--- config.mk ---
export PLATFORM = sky130hd
export DESIGN_NAME = nibble_serial_adder_ctrl
export DESIGN_NICKNAME = d
export VERILOG_FILES = /design/src/rtl/nibble_serial_adder_ctrl.sv
export SDC_FILE = /design/constraint.sdc
export NUM_CORES = 1
export LEC_CHECK = 0
export CAP_MARGIN = 0
export CORE_MARGIN = 4
export CORE_UTILIZATION = 45
export CTS_CLUSTER_SIZE = 28
export DETAILED_ROUTE_END_ITERATION = 10
export GPL_TIMING_DRIVEN = 0
export PLACE_DENSITY = 0.75
export SYNTH_ARGS = -nofsm -noshare
export SYNTH_HDL_FRONTEND = slang
export SYNTH_SLANG_ARGS = --single-unit
--- constraint.sdc ---
create_clock -name clk -period 2.6 [get_ports clk]
set_clock_uncertainty 0.1 [all_clocks]
set_input_delay 0.65 -clock clk [delete_from_list [all_inputs] [get_ports clk]]
set_output_delay 0.65 -clock clk [all_outputs]
set_load 0.05 [all_outputs]
--- src/rtl/nibble_serial_adder_ctrl.sv ---
// Wide add/subtract sequenced one nibble per clock through a single 4-bit adder.
// The carry between nibbles is held in a register; the result is built LSB nibble first.
module nibble_serial_adder_ctrl #(
  parameter int unsigned NIBBLES = 4
) (
  input  logic                   clk,
  input  logic                   rst,
  input  logic                   start,
  input  logic                   op_sub,
  input  logic [4*NIBBLES-1:0]   a,
  input  logic [4*NIBBLES-1:0]   b,
  input  logic                   cin,
  output logic                   busy,
  output logic                   done,
  output logic [4*NIBBLES-1:0]   sum,
  output logic                   cout,
  output logic                   ovf
);

  localparam int unsigned W     = 4 * NIBBLES;
  localparam int unsigned IDX_W = (NIBBLES > 1) ? $clog2(NIBBLES) : 1;
  localparam int unsigned SH_W  = IDX_W + 2;

  typedef enum logic [1:0] {
    S_IDLE = 2'd0,
    S_RUN  = 2'd1,
    S_DONE = 2'd2
  } state_e;

  state_e           state_q, state_d;
  logic [W-1:0]     a_q, a_d;
  logic [W-1:0]     b_q, b_d;
  logic             carry_q, carry_d;
  logic [IDX_W-1:0] idx_q, idx_d;
  logic [W-1:0]     sum_q, sum_d;
  logic             cout_q, cout_d;
  logic             ovf_q, ovf_d;
  logic             busy_q, busy_d;
  logic             done_q, done_d;

  logic [SH_W-1:0]  nib_sh;
  logic [3:0]       nib_a;
  logic [3:0]       nib_b;
  logic [3:0]       nib_sum;
  logic             nib_cout;
  logic             last_nib;

  // Shared 4-bit ripple adder slice on the currently selected nibble
  always_comb begin
    nib_sh              = {idx_q, 2'b00};
    nib_a               = 4'(a_q >> nib_sh);
    nib_b               = 4'(b_q >> nib_sh);
    {nib_cout, nib_sum} = 5'(nib_a) + 5'(nib_b) + 5'(carry_q);
    last_nib            = (idx_q == IDX_W'(NIBBLES - 1));
  end

  // Next-state and registered-output logic
  always_comb begin
    state_d = state_q;
    a_d     = a_q;
    b_d     = b_q;
    carry_d = carry_q;
    idx_d   = idx_q;
    sum_d   = sum_q;
    cout_d  = cout_q;
    ovf_d   = ovf_q;
    busy_d  = 1'b0;
    done_d  = 1'b0;

    case (state_q)
      S_IDLE, S_DONE: begin
        if (start) begin
          a_d     = a;
          b_d     = op_sub ? ~b : b;
          carry_d = op_sub ? 1'b1 : cin;
          idx_d   = '0;
          sum_d   = '0;
          cout_d  = 1'b0;
          ovf_d   = 1'b0;
          busy_d  = 1'b1;
          state_d = S_RUN;
        end else if (state_q == S_DONE) begin
          state_d = S_IDLE;
        end
      end
      S_RUN: begin
        sum_d   = (sum_q & ~(W'(4'hF) << nib_sh)) | (W'(nib_sum) << nib_sh);
        carry_d = nib_cout;
        idx_d   = idx_q + IDX_W'(1);
        if (last_nib) begin
          cout_d  = nib_cout;
          // b_q is already inverted for subtract, so one rule covers both ops
          ovf_d   = (a_q[W-1] == b_q[W-1]) && (nib_sum[3] != a_q[W-1]);
          idx_d   = '0;
          done_d  = 1'b1;
          state_d = S_DONE;
        end else begin
          busy_d  = 1'b1;
        end
      end
      default: state_d = S_IDLE;
    endcase
  end

  always_ff @(posedge clk) begin
    if (rst) begin
      state_q <= S_IDLE;
      a_q     <= '0;
      b_q     <= '0;
      carry_q <= 1'b0;
      idx_q   <= '0;
      sum_q   <= '0;
      cout_q  <= 1'b0;
      ovf_q   <= 1'b0;
      busy_q  <= 1'b0;
      done_q  <= 1'b0;
    end else begin
      state_q <= state_d;
      a_q     <= a_d;
      b_q     <= b_d;
      carry_q <= carry_d;
      idx_q   <= idx_d;
      sum_q   <= sum_d;
      cout_q  <= cout_d;
      ovf_q   <= ovf_d;
      busy_q  <= busy_d;
      done_q  <= done_d;
    end
  end

  assign busy = busy_q;
  assign done = done_q;
  assign sum  = sum_q;
  assign cout = cout_q;
  assign ovf  = ovf_q;

endmodule

After elaboration in Yosys (flattened, before gate mapping):

Index checks and enable logic that the tools add are counted.

* reductions and logical operators: 9
* bitwise gates (word level): 5
* eq/ne operators: 8
* add/sub/neg operators: 3
* shift operators: 4
* mux-type cells: 22

Operators with widths (number)
* $mux 16: 2
* $not 16->16: 2
* $pmux 16 s2: 1
* $shr 16x4->4: 2
* $and 16x16->16: 1
* $or 16x16->16: 1
* $shl 4x4->16: 1
* $shl 4x4->16 const A: 1
* $mux 2: 5
* $mux 1: 8
* $pmux 1 s2: 4
* $pmux 2 s2: 2
* $reduce_and 2->1: 3
* $add 4x4->5: 1
* $add 5x1->5: 1
* $eq 2x2->1 const B: 2
* $ne 2x2->1 const B: 2
* $reduce_or 2->1: 2
* $ne 3x3->1 const B: 1
* $reduce_and 3->1: 1
* $add 2x1->2 const B: 1
* $eq 2x1->1 const B: 1
* $logic_not 2->1: 1
* $reduce_bool 2->1: 1
* 4 further kinds: 4

* logic and storage cells: 61
* bits of input ports: 37
* output and inout port bits: 20
* bits in registers: 57

Longest topological paths before layout:

Gate-level depths: netlist of the first run.

* depth after elaboration: 7
* depth in mapped cells: 8
* gate-level depth less buffers: 7

Least setup slack after synthesis of the first run:

No wires, ideal clock.

* path kind: register to register
* start: register idx_q[0]
* end: register cout_q, in the netlist cout
* library setup time: 0.128 ns
* slack: -0.177 ns
* data required time: 2.372 ns
* cell stages (with the launch flop): 9
* data arrival time: 2.549 ns
* period minus slack after synthesis: 2.777 ns
* cells stage by stage: dfxtp_1 > buf_2 > mux4_2 > fa_1 > fa_1 > a21o_1 > a21o_1 > mux2i_1 > nor2_1

* word-level cells in the longest chain between the ends: 5
* elaborated cells on any way between the ends: 9
* classes of those cells: add/sub: 2; eq/ne: 2; shift: 2; mux: 2; reduce/logical: 1

Ends and longest elaborated chain
* start, declared: RTL line 34 `logic [IDX_W-1:0] idx_q, idx_d;`
* start signal, assigned: RTL line 122 `idx_q <= idx_d;`
* $shr 16x4->4 (on tied branches): RTL line 51, 52
* $add 4x4->5: RTL line 53 `{nib_cout, nib_sum} = 5'(nib_a) + 5'(nib_b) + 5'(carry_q);`
* $add 5x1->5: RTL line 53
* $mux 1: RTL line 90 `if (last_nib) begin`
* $pmux 1 s2: RTL line 70 `case (state_q)`
* end signal, assigned: RTL line 124 `cout_q <= cout_d;`
* end, declared: RTL line 36 `logic cout_q, cout_d;`

Parallel ways exist; a longest one is shown, timed or not. The select of a mux whose other input is x is not followed.
A chain may end at the register's enable or synchronous reset.

Worst setup path after layout of the first run:

Same ends and word-level chain as after synthesis.

==> results_dict.tcl, run 1 <==
set metrics [dict create \
    grt_max_degree 11 \
    fin_setup_tns_ps 0 \
    wl_um 6310 \
    grt_pass1_vias 2136 \
    slowest_stage "mux4_2" \
    std_cell_rows 27 \
    synth_top_family_by_area "simple AND/OR/NAND/NOR gates" \
    synth_xor_area_frac 0.0579 \
    synth_compound_area_frac 0.161 \
    numPortBuffers 54 \
    timing.final.max_slew_violations 0 \
    drt-initial-drc-count 147 \
    clock-root-buffer "clkbuf_8" \
    clock_latency_ps 340 \
    io_pins 57 \
    p_leak_nw 1.32 \
    pwr-share-clk 0.399 \
    syn_to_final_growth_pct 37.2 \
    p_per_area_mw_per_mm2 635 \
    first_pass_iters 4 \
    cts.sinks 57 \
    synth_cell_types 36 \
    ys_async_sr_fraction 0 \
    n_fill_cell 469 \
    seqPwrFrac 0.424 \
    status "finished clean" \
    total_power_mw 2.24 \
    tightest_slew_ps 541 \
    fin_crit_ps 2530 \
    cts_hold_buf 0 \
    cp_cell_sequence "buf_12 -> mux4_2 -> fa_2 -> fa_2 -> a21o_1 -> a21o_1 -> mux2i_1 -> nor2_1" \
    cts_buffers 9 \
    drt-vias-per-instance 5.24 \
    drive_gt1_frac 0.154 \
    yosys_register_bits 57 \
    synth-simple-area-share 0.170 \
    grt_overflow 0 \
    layout.nets 391 \
    drc 0 \
    start_util 0.467 \
    max_stage_delay_ps 530 \
    max-slew-margin-rel 0.639 \
    finalCritPeriodShare 0.974 \
    final-setup-viol-count 0 \
    diodes 0 \
    netlist_instances 272 \
    muxShareOfSynthArea 0.0828 \
    wl_per_cell_um 15.0 \
    path_max_fanout 6 \
    grt_pass1_wl_um 10300 \
    ant_nets 0 \
    whs_ps 357 \
    yosys.area.top_type_share 0.444 \
    yosysWarnings 0 \
    ys_seq_area_frac 0.444 \
    max-clock-path-buffers 2 \
    antenna_found_initial 0 \
    crit_path_start_kind "flop" \
    max_freq_mhz 395 \
    syn_nets 318 \
    finalHoldViolCount 0 \
    htreeDepth 3 \
    core_area_mm2 0.00551 \
    grt_use_total 0.187 \
    cellInternalPower_mw 1.64 \
    critical_path_class "flop to flop" \
    crit_required_ps 2710 \
    switching_power_mw 0.597 \
    cts_tree "done" \
    maxCapViolCount 0 \
    synthTopCellsByArea "dfxtp_1 (44%), mux4_1 (6.1%), nand2_1 (5.8%), a21oi_1 (5.5%), xnor2_1 (5.5%)" \
    dieArea_mm2 0.00698 \
    routabilityCongestion 0.763 \
    place_hpwl_um 4480 \
    ys.flop_type "dfxtp_1" \
    comb_power_share 0.178 \
    arrival_ps 2650 \
    die_x_um 83.6 \
    ir_drop_v 0.000343 \
    switching_share 0.266 \
    hold_path_class "flop to flop" \
    clk_pin_slew_ps 60 \
    die_h_um 83.6 \
    synth.largest_area_cell "dfxtp_1" \
    vias 2212 \
    synth_enable_flop_cells 0 \
    postSynthAreaPerCell_um2 9.45 \
    end_kind "flop" \
    synth_area_mm2 0.00257 \
    synthAdderAreaFrac 0.0497 \
]
==> sequential cells by signal (all words and copies together), names as in the netlist, 2 cells and up <==
register / cells
a_q: 16
b_q: 16
idx_q: 2
state_q: 2
sum: 16
==> timing repair <==
action                                 4_1_cts  5_1_grt
pin swaps                                    2        4
setup endpoints to repair                   13        7
resized for setup                           10        6
endpoints found under the hold margin        0        0
buffers inserted                             5        3
==> Yosys cell counts, types with 2 or more instances <==
cell and count:
a21o_1 2, ha_1 7, o31a_1 2, and2_1 2, inv_2 2, buf_2 8, dfxtp_1 57, a21oi_1 28
clkbuf_1 8, nand3_1 2, fa_1 2, a22oi_1 12, or3b_1 4, nor2_1 36, a211oi_1 16, nor3_2 4
nand2_1 40, xnor2_1 16, mux4_1 6, mux4_2 2
==> metrics by stage <==
step                      setup WS [ps]  cells  instance area [um2]   util
after detailed placement           -189    398                 3220  0.584
after global routing              -4.06    422                 3530  0.641
after floorplan                    44.7    272                 2590      -
final                              66.4    422                 3530  0.641
after CTS                          7.47    419                 3510  0.637
after global placement             -161    398                 3220  0.584
==> cells by family (layout without fill, tap and decap cells) <==
| group | Yosys count | count (layout) |
|---|---|---|
| XOR/XNOR | 17 | 17 |
| AND/OR/NAND/NOR | 96 | 96 |
| AO/OA/AOI/OAI | 64 | 64 |
| flip-flops | 57 | 57 |
| multiplexers | 9 | 9 |
| buffers and inverters | 20 | 98 |
| adder cells (fa/ha/maj) | 9 | 9 |
==> routing by layer <==
layer,GRT usage,share of wire
met3,0.0523,0.076
met5,0,0
met1,0.224,0.42
met2,0.314,0.48
met4,0.0760,0.020
==> worst max-delay path: cells and delay by family, from the launching register on <==
kind / cells / cell delay (ps)
flip-flops: 1 / 360
AO/OA/AOI/OAI: 2 / 340
adder cells (fa/ha/maj): 2 / 780
buffers and inverters: 1 / 120
AND/OR/NAND/NOR: 1 / 50
multiplexers: 2 / 650
==> cell usage in the layout (no fill, tap or decap), types with 2 or more instances in the layout <==
master	n
bufinv_16	2
o31a_1	2
nor2_1	36
a21o_1	2
xnor2_1	16
clkbuf_1	9
dfxtp_1	55
clkdlybuf4s50_1	54
a21oi_1	27
inv_2	2
ha_1	6
buf_2	6
clkbuf_8	9
and2_1	2
nor3_2	4
clkinv_2	3
buf_12	2
a22oi_1	12
nand2_1	40
mux4_2	6
or3b_1	4
fa_2	2
nand3_1	2
buf_4	8
mux4_1	2
dfxtp_4	2
a211oi_1	16
==> path summary, 6_finish.rpt <==
kind | start | endpoint | slack, ps | depth (start not counted)
worst max-delay path | idx_q[0] | cout | 70 | 8
worst max register to register | idx_q[0] | cout | 70 | 8
worst min-delay path | a_q[14] | a_q[14] | 360 | 2
worst min register to register | a_q[14] | a_q[14] | 360 | 2
==> power by group through the flow <==
stage | Clock (mW) | Sequential, mW | Combinational (mW)
after global routing | 0.938 | 0.955 | 0.435
after global placement | 0 | 0.968 | 0.359
after floorplan | 0 | 0.987 | 0.213
after detailed placement | 0 | 0.970 | 0.368
final | 0.893 | 0.949 | 0.398
after CTS | 0.900 | 0.949 | 0.389
==> area by class of cell <==
cell class / instances / area [um2] / area share
clock inverters: 6 / 82.6 / 0.0234
well taps: 72 / 90.1 / 0.0255
flip-flops and latches: 57 / 1150 / 0.326
plain buffers: 18 / 111 / 0.0316
repair buffers: 62 / 601 / 0.170
clock buffers: 10 / 128 / 0.0362
multi-input cells: 195 / 1360 / 0.385
inverters: 2 / 7.51 / 0.00213
Note: power is estimated with default switching activity, not from simulation.
==> inputs of run 2 (changes only) <==
Settings changed: CAP_MARGIN 0 to 30.
==> results of run 2 <==
Final layout, timing and power as in run 1 (identical DEF).
